### src/rtl/branch_pkg.sv
// Shared definitions for the decode-stage branch unit: branch mode encodings,
// predictor reset state and the 2-bit saturating counter helpers.
package branch_pkg;

    typedef enum logic [2:0] {
        BR_EQ   = 3'd0,
        BR_NE   = 3'd1,
        BR_LTZ  = 3'd2,
        BR_GEZ  = 3'd3,
        BR_GTZ  = 3'd4,
        BR_LEZ  = 3'd5,
        BR_JREG = 3'd6,
        BR_JVAL = 3'd7
    } br_op_e;

    // Weakly not-taken: one taken outcome flips the prediction.
    localparam logic [1:0] BHT_RESET = 2'b01;

    // Conditional modes train the predictor; jumps are always taken and never do.
    function automatic logic br_is_cond(input logic [2:0] op);
        return (op <= 3'(BR_LEZ));
    endfunction

    function automatic logic [1:0] bht_next(input logic [1:0] cur, input logic up);
        logic [1:0] nxt;
        nxt = cur;
        if (up) begin
            if (cur != 2'b11) nxt = cur + 2'b01;
        end else begin
            if (cur != 2'b00) nxt = cur - 2'b01;
        end
        return nxt;
    endfunction

endpackage

### src/rtl/branch_cmp.sv
// Combinational branch condition evaluation on two's complement decode operands.
module branch_cmp
    import branch_pkg::*;
#(
    parameter int WIDTH = 32
) (
    input  logic [2:0]       BrOpD,
    input  logic [WIDTH-1:0] RD1D,
    input  logic [WIDTH-1:0] RD2D,
    output logic             taken
);

    logic rd1_neg;
    logic rd1_zero;
    logic ops_eq;

    assign rd1_neg  = RD1D[WIDTH-1];
    assign rd1_zero = (RD1D == '0);
    assign ops_eq   = (RD1D == RD2D);

    always_comb begin
        taken = 1'b0;
        case (br_op_e'(BrOpD))
            BR_EQ:   taken = ops_eq;
            BR_NE:   taken = !ops_eq;
            BR_LTZ:  taken = rd1_neg;
            BR_GEZ:  taken = !rd1_neg;
            BR_GTZ:  taken = !rd1_neg && !rd1_zero;
            BR_LEZ:  taken = rd1_neg || rd1_zero;
            BR_JREG: taken = 1'b1;
            BR_JVAL: taken = 1'b1;
            default: taken = 1'b0;
        endcase
    end

endmodule

### src/rtl/branch_unit.sv
// Decode-stage branch resolution with a bimodal 2-bit predictor table,
// prediction pipeline register and branch / mispredict performance counters.
module branch_unit
    import branch_pkg::*;
#(
    parameter int WIDTH     = 32,
    parameter int BHT_DEPTH = 64,   // power of two, >= 4
    parameter int CNT_W     = 32
) (
    input  logic             clk,
    input  logic             rst_n,
    input  logic [WIDTH-1:0] PCF,
    input  logic [WIDTH-1:0] PCD,
    input  logic             BranchD,
    input  logic [2:0]       BrOpD,
    input  logic [WIDTH-1:0] RD1D,
    input  logic [WIDTH-1:0] RD2D,
    input  logic             StallD,
    input  logic             FlushD,
    output logic             PredTakenF,
    output logic             PCSrcD,
    output logic             MispredictD,
    output logic [CNT_W-1:0] BranchCnt,
    output logic [CNT_W-1:0] MispredCnt
);

    localparam int IDX_W = $clog2(BHT_DEPTH);

    logic [1:0]       bht_q [BHT_DEPTH];
    logic [1:0]       bht_upd;
    logic [IDX_W-1:0] idx_f;
    logic [IDX_W-1:0] idx_d;

    logic             pred_taken_d_q;
    logic             pred_taken_d_d;
    logic [CNT_W-1:0] branch_cnt_q;
    logic [CNT_W-1:0] branch_cnt_d;
    logic [CNT_W-1:0] mispred_cnt_q;
    logic [CNT_W-1:0] mispred_cnt_d;

    logic             taken;
    logic             bht_we;

    // Word-aligned PCs: the two low bits never select an entry.
    assign idx_f = PCF[IDX_W+1:2];
    assign idx_d = PCD[IDX_W+1:2];

    logic unused_pc_bits;
    assign unused_pc_bits = ^{PCF[WIDTH-1:IDX_W+2], PCF[1:0],
                              PCD[WIDTH-1:IDX_W+2], PCD[1:0]};

    branch_cmp #(
        .WIDTH (WIDTH)
    ) u_cmp (
        .BrOpD (BrOpD),
        .RD1D  (RD1D),
        .RD2D  (RD2D),
        .taken (taken)
    );

    // Read returns the registered value, so a same-cycle update is not bypassed.
    assign PredTakenF = bht_q[idx_f][1];

    assign bht_we      = BranchD && br_is_cond(BrOpD) && !StallD && !FlushD;
    assign PCSrcD      = BranchD && taken;
    assign MispredictD = bht_we && (taken != pred_taken_d_q);
    assign bht_upd     = bht_next(bht_q[idx_d], taken);

    always_comb begin
        pred_taken_d_d = PredTakenF;
        branch_cnt_d   = branch_cnt_q;
        mispred_cnt_d  = mispred_cnt_q;

        if (FlushD) begin
            pred_taken_d_d = 1'b0;
        end else if (StallD) begin
            pred_taken_d_d = pred_taken_d_q;
        end

        if (bht_we) begin
            branch_cnt_d = branch_cnt_q + {{(CNT_W-1){1'b0}}, 1'b1};
        end
        if (MispredictD) begin
            mispred_cnt_d = mispred_cnt_q + {{(CNT_W-1){1'b0}}, 1'b1};
        end
    end

    always_ff @(posedge clk or negedge rst_n) begin
        if (!rst_n) begin
            pred_taken_d_q <= 1'b0;
            branch_cnt_q   <= '0;
            mispred_cnt_q  <= '0;
        end else begin
            pred_taken_d_q <= pred_taken_d_d;
            branch_cnt_q   <= branch_cnt_d;
            mispred_cnt_q  <= mispred_cnt_d;
        end
    end

    always_ff @(posedge clk or negedge rst_n) begin
        if (!rst_n) begin
            for (int i = 0; i < BHT_DEPTH; i++) begin
                bht_q[i] <= BHT_RESET;
            end
        end else if (bht_we) begin
            bht_q[idx_d] <= bht_upd;
        end
    end

    assign BranchCnt  = branch_cnt_q;
    assign MispredCnt = mispred_cnt_q;

endmodule

### config.mk
export PLATFORM = sky130hd
export DESIGN_NAME = branch_unit
export DESIGN_NICKNAME = d
export VERILOG_FILES = /design/src/rtl/branch_pkg.sv /design/src/rtl/branch_cmp.sv /design/src/rtl/branch_unit.sv
export SDC_FILE = /design/constraint.sdc
export NUM_CORES = 1
export LEC_CHECK = 0
export CORE_MARGIN = 2
export CORE_UTILIZATION = 45
export CTS_CLUSTER_DIAMETER = 60
export CTS_CLUSTER_SIZE = 20
export DETAILED_ROUTE_END_ITERATION = 16
export PLACE_DENSITY = 0.8
export SETUP_SLACK_MARGIN = 0.2
export SLEW_MARGIN = 20
export SYNTH_ARGS = -nofsm -noshare
export SYNTH_HDL_FRONTEND = slang
export SYNTH_HIERARCHICAL = 1
export SYNTH_SLANG_ARGS = --single-unit
### constraint.sdc
create_clock -name clk -period 3.04 [get_ports clk]
set_clock_uncertainty 0.05 [all_clocks]
set_input_delay 0.304 -clock clk [delete_from_list [all_inputs] [get_ports clk]]
set_output_delay 0.304 -clock clk [all_outputs]
set_load 0.01 [all_outputs]
==> report_table.html, run 1 <==
<table>
<tr><th>Metric</th><th>Value</th></tr>
<tr><th colspan="2">Status</th></tr>
<tr><td>Result of the run</td><td>finished clean</td></tr>
<tr><th colspan="2">GRT</th></tr>
<tr><td>Maximum number of pins on one net before global-route repair</td><td>a little under 100</td></tr>
<tr><td>Antenna violations before repair</td><td>0</td></tr>
<tr><td>Global-route wire length before repair</td><td>~45 mm</td></tr>
<tr><td>Total GRT Usage</td><td>between 20% and 30%</td></tr>
<tr><td>Total global routing overflow</td><td>0</td></tr>
<tr><td>Via count of the first global-routing pass</td><td>roughly 8500</td></tr>
<tr><th colspan="2">Route</th></tr>
<tr><td>Detailed-router iteration count before antenna repair</td><td>6</td></tr>
<tr><td>Post-route antenna net violation count</td><td>0</td></tr>
<tr><td>Wire length per cell</td><td>approximately 19 um</td></tr>
<tr><td>DRC violations left</td><td>0</td></tr>
<tr><td>Drt via density</td><td>about 5.6</td></tr>
<tr><td>Total vias in the final route</td><td>approximately 8400</td></tr>
<tr><td>Final Routed Wirelength</td><td>between 20 and 30 mm</td></tr>
<tr><td>Initial DRC count</td><td>between 500 and 600</td></tr>
<tr><th colspan="2">Min path</th></tr>
<tr><td>Type of the tightest min-delay check</td><td>in2async</td></tr>
<tr><th colspan="2">STA</th></tr>
<tr><td>Worst relative slew slack</td><td>between 40% and 50%</td></tr>
<tr><td>Setup_tns</td><td>0 ns</td></tr>
<tr><td>Number of max-slew violations in the final report</td><td>0</td></tr>
<tr><td>Final period utilization</td><td>approximately 97%</td></tr>
<tr><td>Transition time of the tightest slew-check pin</td><td>around 0.80 ns</td></tr>
<tr><td>Fmax</td><td>around 340 MHz</td></tr>
<tr><td>Final setup violating endpoints</td><td>0</td></tr>
<tr><td>Final-report hold violation count</td><td>0</td></tr>
<tr><td>Final critical-path required period</td><td>2.96 ns</td></tr>
<tr><td>RSZ-0062 raised after global routing</td><td>true</td></tr>
<tr><th colspan="2">Synth</th></tr>
<tr><td>Post-synth EDFFs</td><td>0</td></tr>
<tr><td>Syn Area/Cell</td><td>between 10 and 15 um2</td></tr>
<tr><td>Cell Area, Synth</td><td>roughly 10000 um2</td></tr>
<tr><td>Fraction of post-synthesis cell area in the top cell type by area</td><td>32.4%</td></tr>
<tr><td>Syn nets</td><td>between 1000 and 1500</td></tr>
<tr><td>Synth Flop Type</td><td>sky130_fd_sc_hd__dfrtp_1</td></tr>
<tr><td>Unique cell type count in the Yosys netlist</td><td>between 60 and 70</td></tr>
<tr><td>Flip-flop and latch count after synthesis</td><td>between 150 and 200</td></tr>
<tr><td>Most area-consuming cells after synthesis</td><td>sky130_fd_sc_hd__dfrtp_1 32%, sky130_fd_sc_hd__dfstp_2 17%, sky130_fd_sc_hd__nand2_1 8.6%</td></tr>
<tr><td>Synthesis Warnings</td><td>6</td></tr>
<tr><td>Sequential cell area fraction in the yosys report</td><td>between 40% and 50%</td></tr>
<tr><td>Async set-reset flop share out of synthesis</td><td>between 90% and 100%</td></tr>
<tr><td>Biggest area consumer among synthesized cells</td><td>sky130_fd_sc_hd__dfrtp_1</td></tr>
<tr><td>Number of instances in the synthesized netlist</td><td>~980</td></tr>
<tr><th colspan="2">Cells and area</th></tr>
<tr><td>Layout Area Growth over Synthesis</td><td>31.0%</td></tr>
<tr><td>Register Area</td><td>4910 um2</td></tr>
<tr><td>Post-layout nets</td><td>between 1000 and 1500</td></tr>
<tr><td>Diode count</td><td>0</td></tr>
<tr><td>Multi-input gate area</td><td>around 5100 um2</td></tr>
<tr><td>Final std cell area, no fill</td><td>between 10000 and 15000 um2</td></tr>
<tr><td>Number of filler cells placed in the layout</td><td>~1800</td></tr>
<tr><td>Share of post-route cells with drive strength above 1</td><td>25.5%</td></tr>
<tr><th colspan="2">Placement</th></tr>
<tr><td>Placed cell areas</td><td>approximately 12000 um2</td></tr>
<tr><td>HPWL after DPL</td><td>20.1 mm</td></tr>
<tr><td>Number of buffers inserted by port buffering</td><td>150</td></tr>
<tr><td>Weighted congestion reported at the end of routability-driven placement</td><td>~0.96</td></tr>
<tr><th colspan="2">Pwr</th></tr>
<tr><td>Total power per unit cell area</td><td>452 nW/um2</td></tr>
<tr><td>Leakage</td><td>roughly 5.4 nW</td></tr>
<tr><td>Largest voltage drop on the vdd net</td><td>approximately 0.00038 V</td></tr>
<tr><td>Final total power</td><td>approximately 5.9 mW</td></tr>
<tr><th colspan="2">Worst setup path</th></tr>
<tr><td>Crit path required time</td><td>2.69 ns</td></tr>
<tr><td>FF-to-FF Start</td><td>bht_q[48]</td></tr>
<tr><td>CP Capture Type</td><td>output port</td></tr>
<tr><td>R2R cell count</td><td>8</td></tr>
<tr><td>Critical path fanouts, max</td><td>3</td></tr>
<tr><td>Arrival time at the worst endpoint</td><td>2.61 ns</td></tr>
<tr><td>Sort of element at the start of the critical path</td><td>flip-flop</td></tr>
<tr><td>R2r setup slk</td><td>between 0.4 and 0.5 ns</td></tr>
<tr><td>Worst reg2reg endpoint</td><td>bht_q[116]</td></tr>
<tr><td>Class of the most critical setup path</td><td>reg2out</td></tr>
<tr><th colspan="2">Floorplan</th></tr>
<tr><td>Number of rows in the core area</td><td>54</td></tr>
<tr><td>Area enclosed by the die boundary</td><td>roughly 23000 um2</td></tr>
<tr><td>Die W</td><td>153 um</td></tr>
<tr><td>Die Height</td><td>153 um</td></tr>
<tr><td>Number of top-level design ports</td><td>203</td></tr>
<tr><td>Initial core utilization</td><td>a little under half</td></tr>
<tr><td>Placeable core region</td><td>21800 um2</td></tr>
<tr><th colspan="2">Clocking</th></tr>
<tr><td>TritonCTS clock tree</td><td>yes</td></tr>
<tr><td>Clock tree root driver cell</td><td>sky130_fd_sc_hd__clkbuf_16</td></tr>
<tr><td>Maximum count of clock buffers along a single path</td><td>2</td></tr>
<tr><td>TritonCTS buffer count</td><td>17</td></tr>
<tr><td>Later-pin clock latency in the skew report</td><td>between 0.4 and 0.5 ns</td></tr>
<tr><td>Clock slew seen by the registers of the worst setup and hold paths</td><td>0.07 ns</td></tr>
<tr><td>H-tree levels</td><td>4</td></tr>
<tr><td>Sinks on Clock Net</td><td>a little under 200</td></tr>
<tr><th colspan="2">Flow run</th></tr>
<tr><td>Number of max-cap violations</td><td>0</td></tr>
</table>
[layout by cell type (no fill, tap or decap), types with 6 or more instances in the layout]
cell type and n:
sky130_fd_sc_hd__dfstp_2 64, sky130_fd_sc_hd__mux2i_1 28, sky130_fd_sc_hd__clkdlybuf4s15_1 14, sky130_fd_sc_hd__inv_1 13, sky130_fd_sc_hd__mux4_2 29, sky130_fd_sc_hd__o21ai_1 69, sky130_fd_sc_hd__nand3_1 25, sky130_fd_sc_hd__clkdlybuf4s50_1 77
sky130_fd_sc_hd__dlygate4sd2_1 9, sky130_fd_sc_hd__buf_6 8, sky130_fd_sc_hd__nor4_2 9, sky130_fd_sc_hd__nor3_1 8, sky130_fd_sc_hd__xnor2_1 45, sky130_fd_sc_hd__dfrtp_1 129, sky130_fd_sc_hd__nand2b_1 8, sky130_fd_sc_hd__nand2_1 228
sky130_fd_sc_hd__o21ai_0 65, sky130_fd_sc_hd__xor2_1 42, sky130_fd_sc_hd__o211ai_1 6, sky130_fd_sc_hd__and3_1 8, sky130_fd_sc_hd__nand3b_1 7, sky130_fd_sc_hd__nor2_1 35, sky130_fd_sc_hd__clkbuf_2 31, sky130_fd_sc_hd__buf_2 7
sky130_fd_sc_hd__nand4_1 19, sky130_fd_sc_hd__clkbuf_16 17, sky130_fd_sc_hd__buf_12 11, sky130_fd_sc_hd__buf_4 71, sky130_fd_sc_hd__a22oi_1 6
[worst max path at each step]
| stage | startpoint | to | slack [ns] | cells past startpoint |
|---|---|---|---|---|
| 2_1_floorplan | RD1D[26] | MispredCnt[31] | -0.08 | 12 |
| 3_3_place_gp | RD1D[19] | MispredCnt[22] | -0.53 | 12 |
| 3_5_place_dp | RD1D[19] | MispredCnt[26] | -0.62 | 12 |
| 4_1_cts | bht_q[25] | PredTakenF | 0.12 | 4 |
| 5_1_grt | bht_q[25] | PredTakenF | 0.08 | 4 |
| 6_report | bht_q[25] | PredTakenF | 0.08 | 4 |
[stage by stage]
stage,cells,setup slack [ns],utilization (%),hold WS [ns]
3_3_place_gp,1451,-0.533,56.5,0.358
2_1_floorplan,983,-0.0780,-,-0.0416
4_1_cts,1489,0.123,59.4,0.391
5_1_grt,1494,0.0825,59.9,0.423
6_report,1494,0.0786,59.9,0.403
3_5_place_dp,1451,-0.616,56.5,0.377
[layout make-up]
type                    count  share of cell area [%]
inverters                  14                   0.421
clock inverters            14                    1.01
clock buffers              18                    3.28
well taps                 280                    2.68
flip-flops and latches    193                    37.6
repair buffers            235                    16.3
multi-input cells         740                    38.7
[synth_stat cells (all sizes together) (8+ instances only)]
| library cell | instances |
|---|---|
| xnor2 | 48 |
| inv | 14 |
| nor4 | 19 |
| nand3 | 27 |
| nand4 | 19 |
| buf | 30 |
| mux2i | 28 |
| nand2b | 8 |
| mux4 | 29 |
| nor3 | 14 |
| nor2 | 38 |
| dfrtp | 129 |
| o21ai | 134 |
| and3 | 9 |
| dfstp | 64 |
| nand2 | 228 |
| xor2 | 47 |
[cells by family (layout without fill, tap and decap cells)]
kind of cell	after synthesis	count (layout)	share of synthesized area, %
XOR/XNOR	95	95	8.34
adder cells (fa/ha/maj)	4	4	0.527
multiplexers	62	62	9.92
AO/OA/AOI/OAI	181	181	10.5
buffers and inverters	50	281	3.05
flip-flops	193	193	49.2
AND/OR/NAND/NOR	398	398	18.5
[flip-flops by register name, summed over array words and instances (netlist names)]
name / count
MispredCnt: 32
BranchCnt: 32
pred_taken_d_q: 1
bht_q: 128
[power by group]
part | total, mW | internal [mW] | leakage (nW) | switching, mW
Combinational | 0.926 | 0.435 | 2.72 | 0.491
Sequential | 2.82 | 2.71 | 2.42 | 0.113
Clock | 2.16 | 1.14 | 0.267 | 1.02
[worst max-delay path, cell delays in order, from the launching register on]
cell and delay (ns):
sky130_fd_sc_hd__dfrtp_1 0.40, sky130_fd_sc_hd__mux4_2 0.52, sky130_fd_sc_hd__mux4_2 0.51, sky130_fd_sc_hd__mux4_2 0.57
sky130_fd_sc_hd__buf_6 0.16
[timing repair]
| item | 4_1_cts | 5_1_grt |
|---|---|---|
| buffers inserted | 4 | 5 |
| cloned | 1 | 0 |
| resized for setup | 143 | 105 |
| endpoints found under the hold margin | 52 | 0 |
| endpoints found under the setup margin | 23 | 67 |
| pin swaps | 30 | 39 |
| hold buffers | 1 | 0 |
[layer usage]
layer	GRT usage (%)	wire length, um	share of wire [%]	vias to the layer above
met4	7.94	766	2.8	0
met1	31.6	11700	42	4065
met2	38.7	13200	48	357
met3	5.84	2050	7.4	72
met5	0	0	0	-
li1	-	-	-	3921
(Power assumes the default switching activity.)
==> run 2, diff against run 1 <==
--- a/config.mk
+++ b/config.mk
@@ -5,6 +5,7 @@
 export SDC_FILE = /design/constraint.sdc
 export NUM_CORES = 1
 export LEC_CHECK = 0
+export CORE_ASPECT_RATIO = 0.5
 export CORE_MARGIN = 2
 export CORE_UTILIZATION = 45
 export CTS_CLUSTER_DIAMETER = 60
@@ -17,3 +18,4 @@
 export SYNTH_HDL_FRONTEND = slang
 export SYNTH_HIERARCHICAL = 1
 export SYNTH_SLANG_ARGS = --single-unit
+export TNS_END_PERCENT = 10
==> report_table.html, run 2 (synthesized netlist as in run 1, its figures left out) <==
<table>
<tr><th>Metric</th><th>Value</th></tr>
<tr><th colspan="2">Status</th></tr>
<tr><td>Result of the run</td><td>finished clean</td></tr>
<tr><th colspan="2">STA</th></tr>
<tr><td>Fmax</td><td>between 300 and 400 MHz</td></tr>
<tr><td>Worst hold slack after final layout</td><td>roughly 0.4 ns</td></tr>
<tr><td>Worst relative slew slack</td><td>47.8%</td></tr>
<tr><td>Final-report hold violation count</td><td>0</td></tr>
<tr><td>Final critical-path required period</td><td>approximately 3 ns</td></tr>
<tr><td>Final period utilization</td><td>a little over nine tenths</td></tr>
<tr><td>Final setup violating endpoints</td><td>0</td></tr>
<tr><td>Transition time of the tightest slew-check pin</td><td>about 0.78 ns</td></tr>
<tr><td>RSZ-0062 raised after global routing</td><td>true</td></tr>
<tr><td>Number of max-slew violations in the final report</td><td>0</td></tr>
<tr><th colspan="2">Cells and area</th></tr>
<tr><td>Layout Area Growth over Synthesis</td><td>31.4%</td></tr>
<tr><td>Number of filler cells placed in the layout</td><td>between 1500 and 2000</td></tr>
<tr><td>Top library cells by usage in the layout, fill and taps aside</td><td>228 x sky130_fd_sc_hd__nand2_1, 129 x sky130_fd_sc_hd__dfrtp_1, 79 x sky130_fd_sc_hd__clkdlybuf4s50_1</td></tr>
<tr><td>Final std cell area, no fill</td><td>13100 um2</td></tr>
<tr><td>Post-layout nets</td><td>between 1000 and 1500</td></tr>
<tr><td>Diode count</td><td>0</td></tr>
<tr><td>Util after Layout</td><td>just over 60%</td></tr>
<tr><td>Leading cell type in the layout, fill and taps excluded</td><td>sky130_fd_sc_hd__nand2_1</td></tr>
<tr><td>Share of post-route cells with drive strength above 1</td><td>a little under a quarter</td></tr>
<tr><td>Max reg flops</td><td>between 100 and 150</td></tr>
<tr><td>Register with the most flip-flops</td><td>bht_q</td></tr>
<tr><th colspan="2">Clocking</th></tr>
<tr><td>Clock slew seen by the registers of the worst setup and hold paths</td><td>about 0.07 ns</td></tr>
<tr><td>Maximum count of clock buffers along a single path</td><td>2</td></tr>
<tr><td>Later-pin clock latency in the skew report</td><td>~0.44 ns</td></tr>
<tr><td>Clock tree root driver cell</td><td>sky130_fd_sc_hd__clkbuf_16</td></tr>
<tr><td>TritonCTS buffer count</td><td>17</td></tr>
<tr><td>TritonCTS clock tree</td><td>yes</td></tr>
<tr><td>H-tree levels</td><td>4</td></tr>
<tr><td>Sinks on Clock Net</td><td>just under 200</td></tr>
<tr><th colspan="2">Worst setup path</th></tr>
<tr><td>CP Capture Type</td><td>output port</td></tr>
<tr><td>Arrival time at the worst endpoint</td><td>2.58 ns</td></tr>
<tr><td>Stage delay of the slowest cell on the critical path</td><td>0.53 ns</td></tr>
<tr><td>Slowest stage cell on the critical path</td><td>sky130_fd_sc_hd__mux4_2</td></tr>
<tr><td>Cell with the most instances on the worst path</td><td>sky130_fd_sc_hd__mux4_2</td></tr>
<tr><td>Sort of element at the start of the critical path</td><td>primary input</td></tr>
<tr><td>Critical path fanouts, max</td><td>16</td></tr>
<tr><td>Worst path top cell family by delay</td><td>multiplexers</td></tr>
<tr><td>Class of the most critical setup path</td><td>in2out</td></tr>
<tr><td>Buf+Inv Stages, Crit Path</td><td>3</td></tr>
<tr><td>Crit path required time</td><td>2.69 ns</td></tr>
<tr><td>Cell Chain, Critical Path</td><td>clkdlybuf4s50_1 -&gt; buf_12 -&gt; mux4_2 -&gt; mux4_2 -&gt; mux4_2 -&gt; buf_6</td></tr>
<tr><th colspan="2">Pwr</th></tr>
<tr><td>Final total power</td><td>approximately 6 mW</td></tr>
<tr><td>Total power per unit cell area</td><td>about 460 nW/um2</td></tr>
<tr><td>P_sw</td><td>1.65 mW</td></tr>
<tr><td>Power share of the clock group</td><td>37.2%</td></tr>
<tr><td>Largest voltage drop on the vdd net</td><td>a little over 0.0004 V</td></tr>
<tr><td>Internal Dissipation</td><td>roughly 4.3 mW</td></tr>
<tr><td>Fraction of power spent switching nets</td><td>around 28%</td></tr>
<tr><td>Relative contribution of sequential cells to total power</td><td>47.3%</td></tr>
<tr><td>Gate power share</td><td>about 16%</td></tr>
<tr><td>Leakage</td><td>5.48 nW</td></tr>
<tr><th colspan="2">Placement</th></tr>
<tr><td>Placed cell areas</td><td>approximately 12000 um2</td></tr>
<tr><td>Weighted congestion reported at the end of routability-driven placement</td><td>0.950</td></tr>
<tr><td>Number of buffers inserted by port buffering</td><td>150</td></tr>
<tr><td>HPWL after DPL</td><td>between 20 and 25 mm</td></tr>
<tr><th colspan="2">GRT</th></tr>
<tr><td>Total GRT Usage</td><td>about 26%</td></tr>
<tr><td>Total global routing overflow</td><td>0</td></tr>
<tr><td>Global-route wire length before repair</td><td>between 40 and 50 mm</td></tr>
<tr><td>Maximum number of pins on one net before global-route repair</td><td>between 90 and 100</td></tr>
<tr><td>Antenna violations before repair</td><td>1</td></tr>
<tr><td>Via count of the first global-routing pass</td><td>8594</td></tr>
<tr><th colspan="2">Route</th></tr>
<tr><td>Amount of wire on met2 after detailed routing</td><td>~14 mm</td></tr>
<tr><td>Post-route antenna net violation count</td><td>0</td></tr>
<tr><td>Initial DRC count</td><td>between 900 and 1000</td></tr>
<tr><td>Final Routed Wirelength</td><td>slightly below 30 mm</td></tr>
<tr><td>Total vias in the final route</td><td>a little under 9000</td></tr>
<tr><td>DRC violations left</td><td>0</td></tr>
<tr><td>Met1 wire length</td><td>about 12 mm</td></tr>
<tr><td>Highest signal layer in the routed design</td><td>met5</td></tr>
<tr><td>Wire length per cell</td><td>19.4 um</td></tr>
<tr><td>Drt via density</td><td>5.70</td></tr>
<tr><td>Detailed-routed wire length on met3</td><td>approximately 2.3 mm</td></tr>
<tr><td>Detailed-router iteration count before antenna repair</td><td>6</td></tr>
<tr><th colspan="2">Floorplan</th></tr>
<tr><td>Area enclosed by the die boundary</td><td>23500 um2</td></tr>
<tr><td>Initial core utilization</td><td>between 40% and 50%</td></tr>
<tr><td>Placeable core region</td><td>21700 um2</td></tr>
<tr><td>Die W</td><td>approximately 210 um</td></tr>
<tr><td>Number of rows in the core area</td><td>38</td></tr>
<tr><td>Die Height</td><td>around 110 um</td></tr>
<tr><td>Number of top-level design ports</td><td>just over 200</td></tr>
<tr><th colspan="2">Min path</th></tr>
<tr><td>Type of the tightest min-delay check</td><td>in2reg</td></tr>
<tr><th colspan="2">Flow run</th></tr>
<tr><td>Number of max-cap violations</td><td>0</td></tr>
</table>
-- run 2: changes by cell type in the layout (fill, tap and decap cells not counted), sizes merged --
cell / previous run / this run
dlygate4sd2: 9 / 27
clkbuf: 50 / 35
buf: 98 / 90
dlymetal6s2s: 0 / 8
clkinv: 5 / 2
clkdlybuf4s50: 77 / 79
inv: 18 / 20
clkinvlp: 4 / 3
-- run 2: worst paths after layout --
path	from	to	slack, ns	cells after the start
min in group asynchronous	rst_n	bht_q[87]	0.47	2
max in group asynchronous	rst_n	bht_q[20]	1.67	3
min reg2reg	bht_q[48]	bht_q[48]	0.41	2
min	FlushD	pred_taken_d_q	0.40	2
max reg2reg	bht_q[56]	bht_q[32]	0.41	8
max	PCF[3]	PredTakenF	0.11	6
-- run 2: metal layers --
metal / vias up / track usage (%)
met2: 391 / 43.0
met3: 88 / 5.78
met1: 4227 / 32.8
met5: - / 0
met4: 2 / 10.6
li1: 3933 / -
-- run 2: what timing repair did --
item,CTS,global route
hold buffers,1,0
setup buffers,4,2
endpoints found under the setup margin,18,55
hold endpoints to repair,52,0
cloned,1,0
gates resized for setup,79,70
pin swaps,29,27
-- run 2: final cells by class --
| cell class | instances | area, um2 | share of cell area [%] |
|---|---|---|---|
| clock inverter | 12 | 121 | 0.926 |
| timing repair buffer | 238 | 2250 | 17.1 |
| tap | 300 | 375 | 2.86 |
| inverter | 14 | 52.6 | 0.401 |
| sequential | 193 | 4910 | 37.4 |
| multi-input combinational | 740 | 4960 | 37.8 |
| clock buffer | 20 | 447 | 3.41 |
-- run 2: power by group through the flow --
stage               combinational, mW  sequential [mW]  clock [mW]
floorplan                       0.411             2.86           0
global placement                0.902             2.86           0
detailed placement              0.922             2.87           0
CTS                             0.912             2.82        2.24
global route                    0.995             2.84        2.35
finish                          0.924             2.82        2.22
-- run 2: stage by stage --
step	cells	setup slack, ns	setup TNS, ns
floorplan	983	-0.0799	-0.0799
global placement	1477	-0.466	-17.82
detailed placement	1477	-0.519	-25.88
CTS	1515	0.116	0
global route	1517	0.000692	0
finish	1517	0.107	0
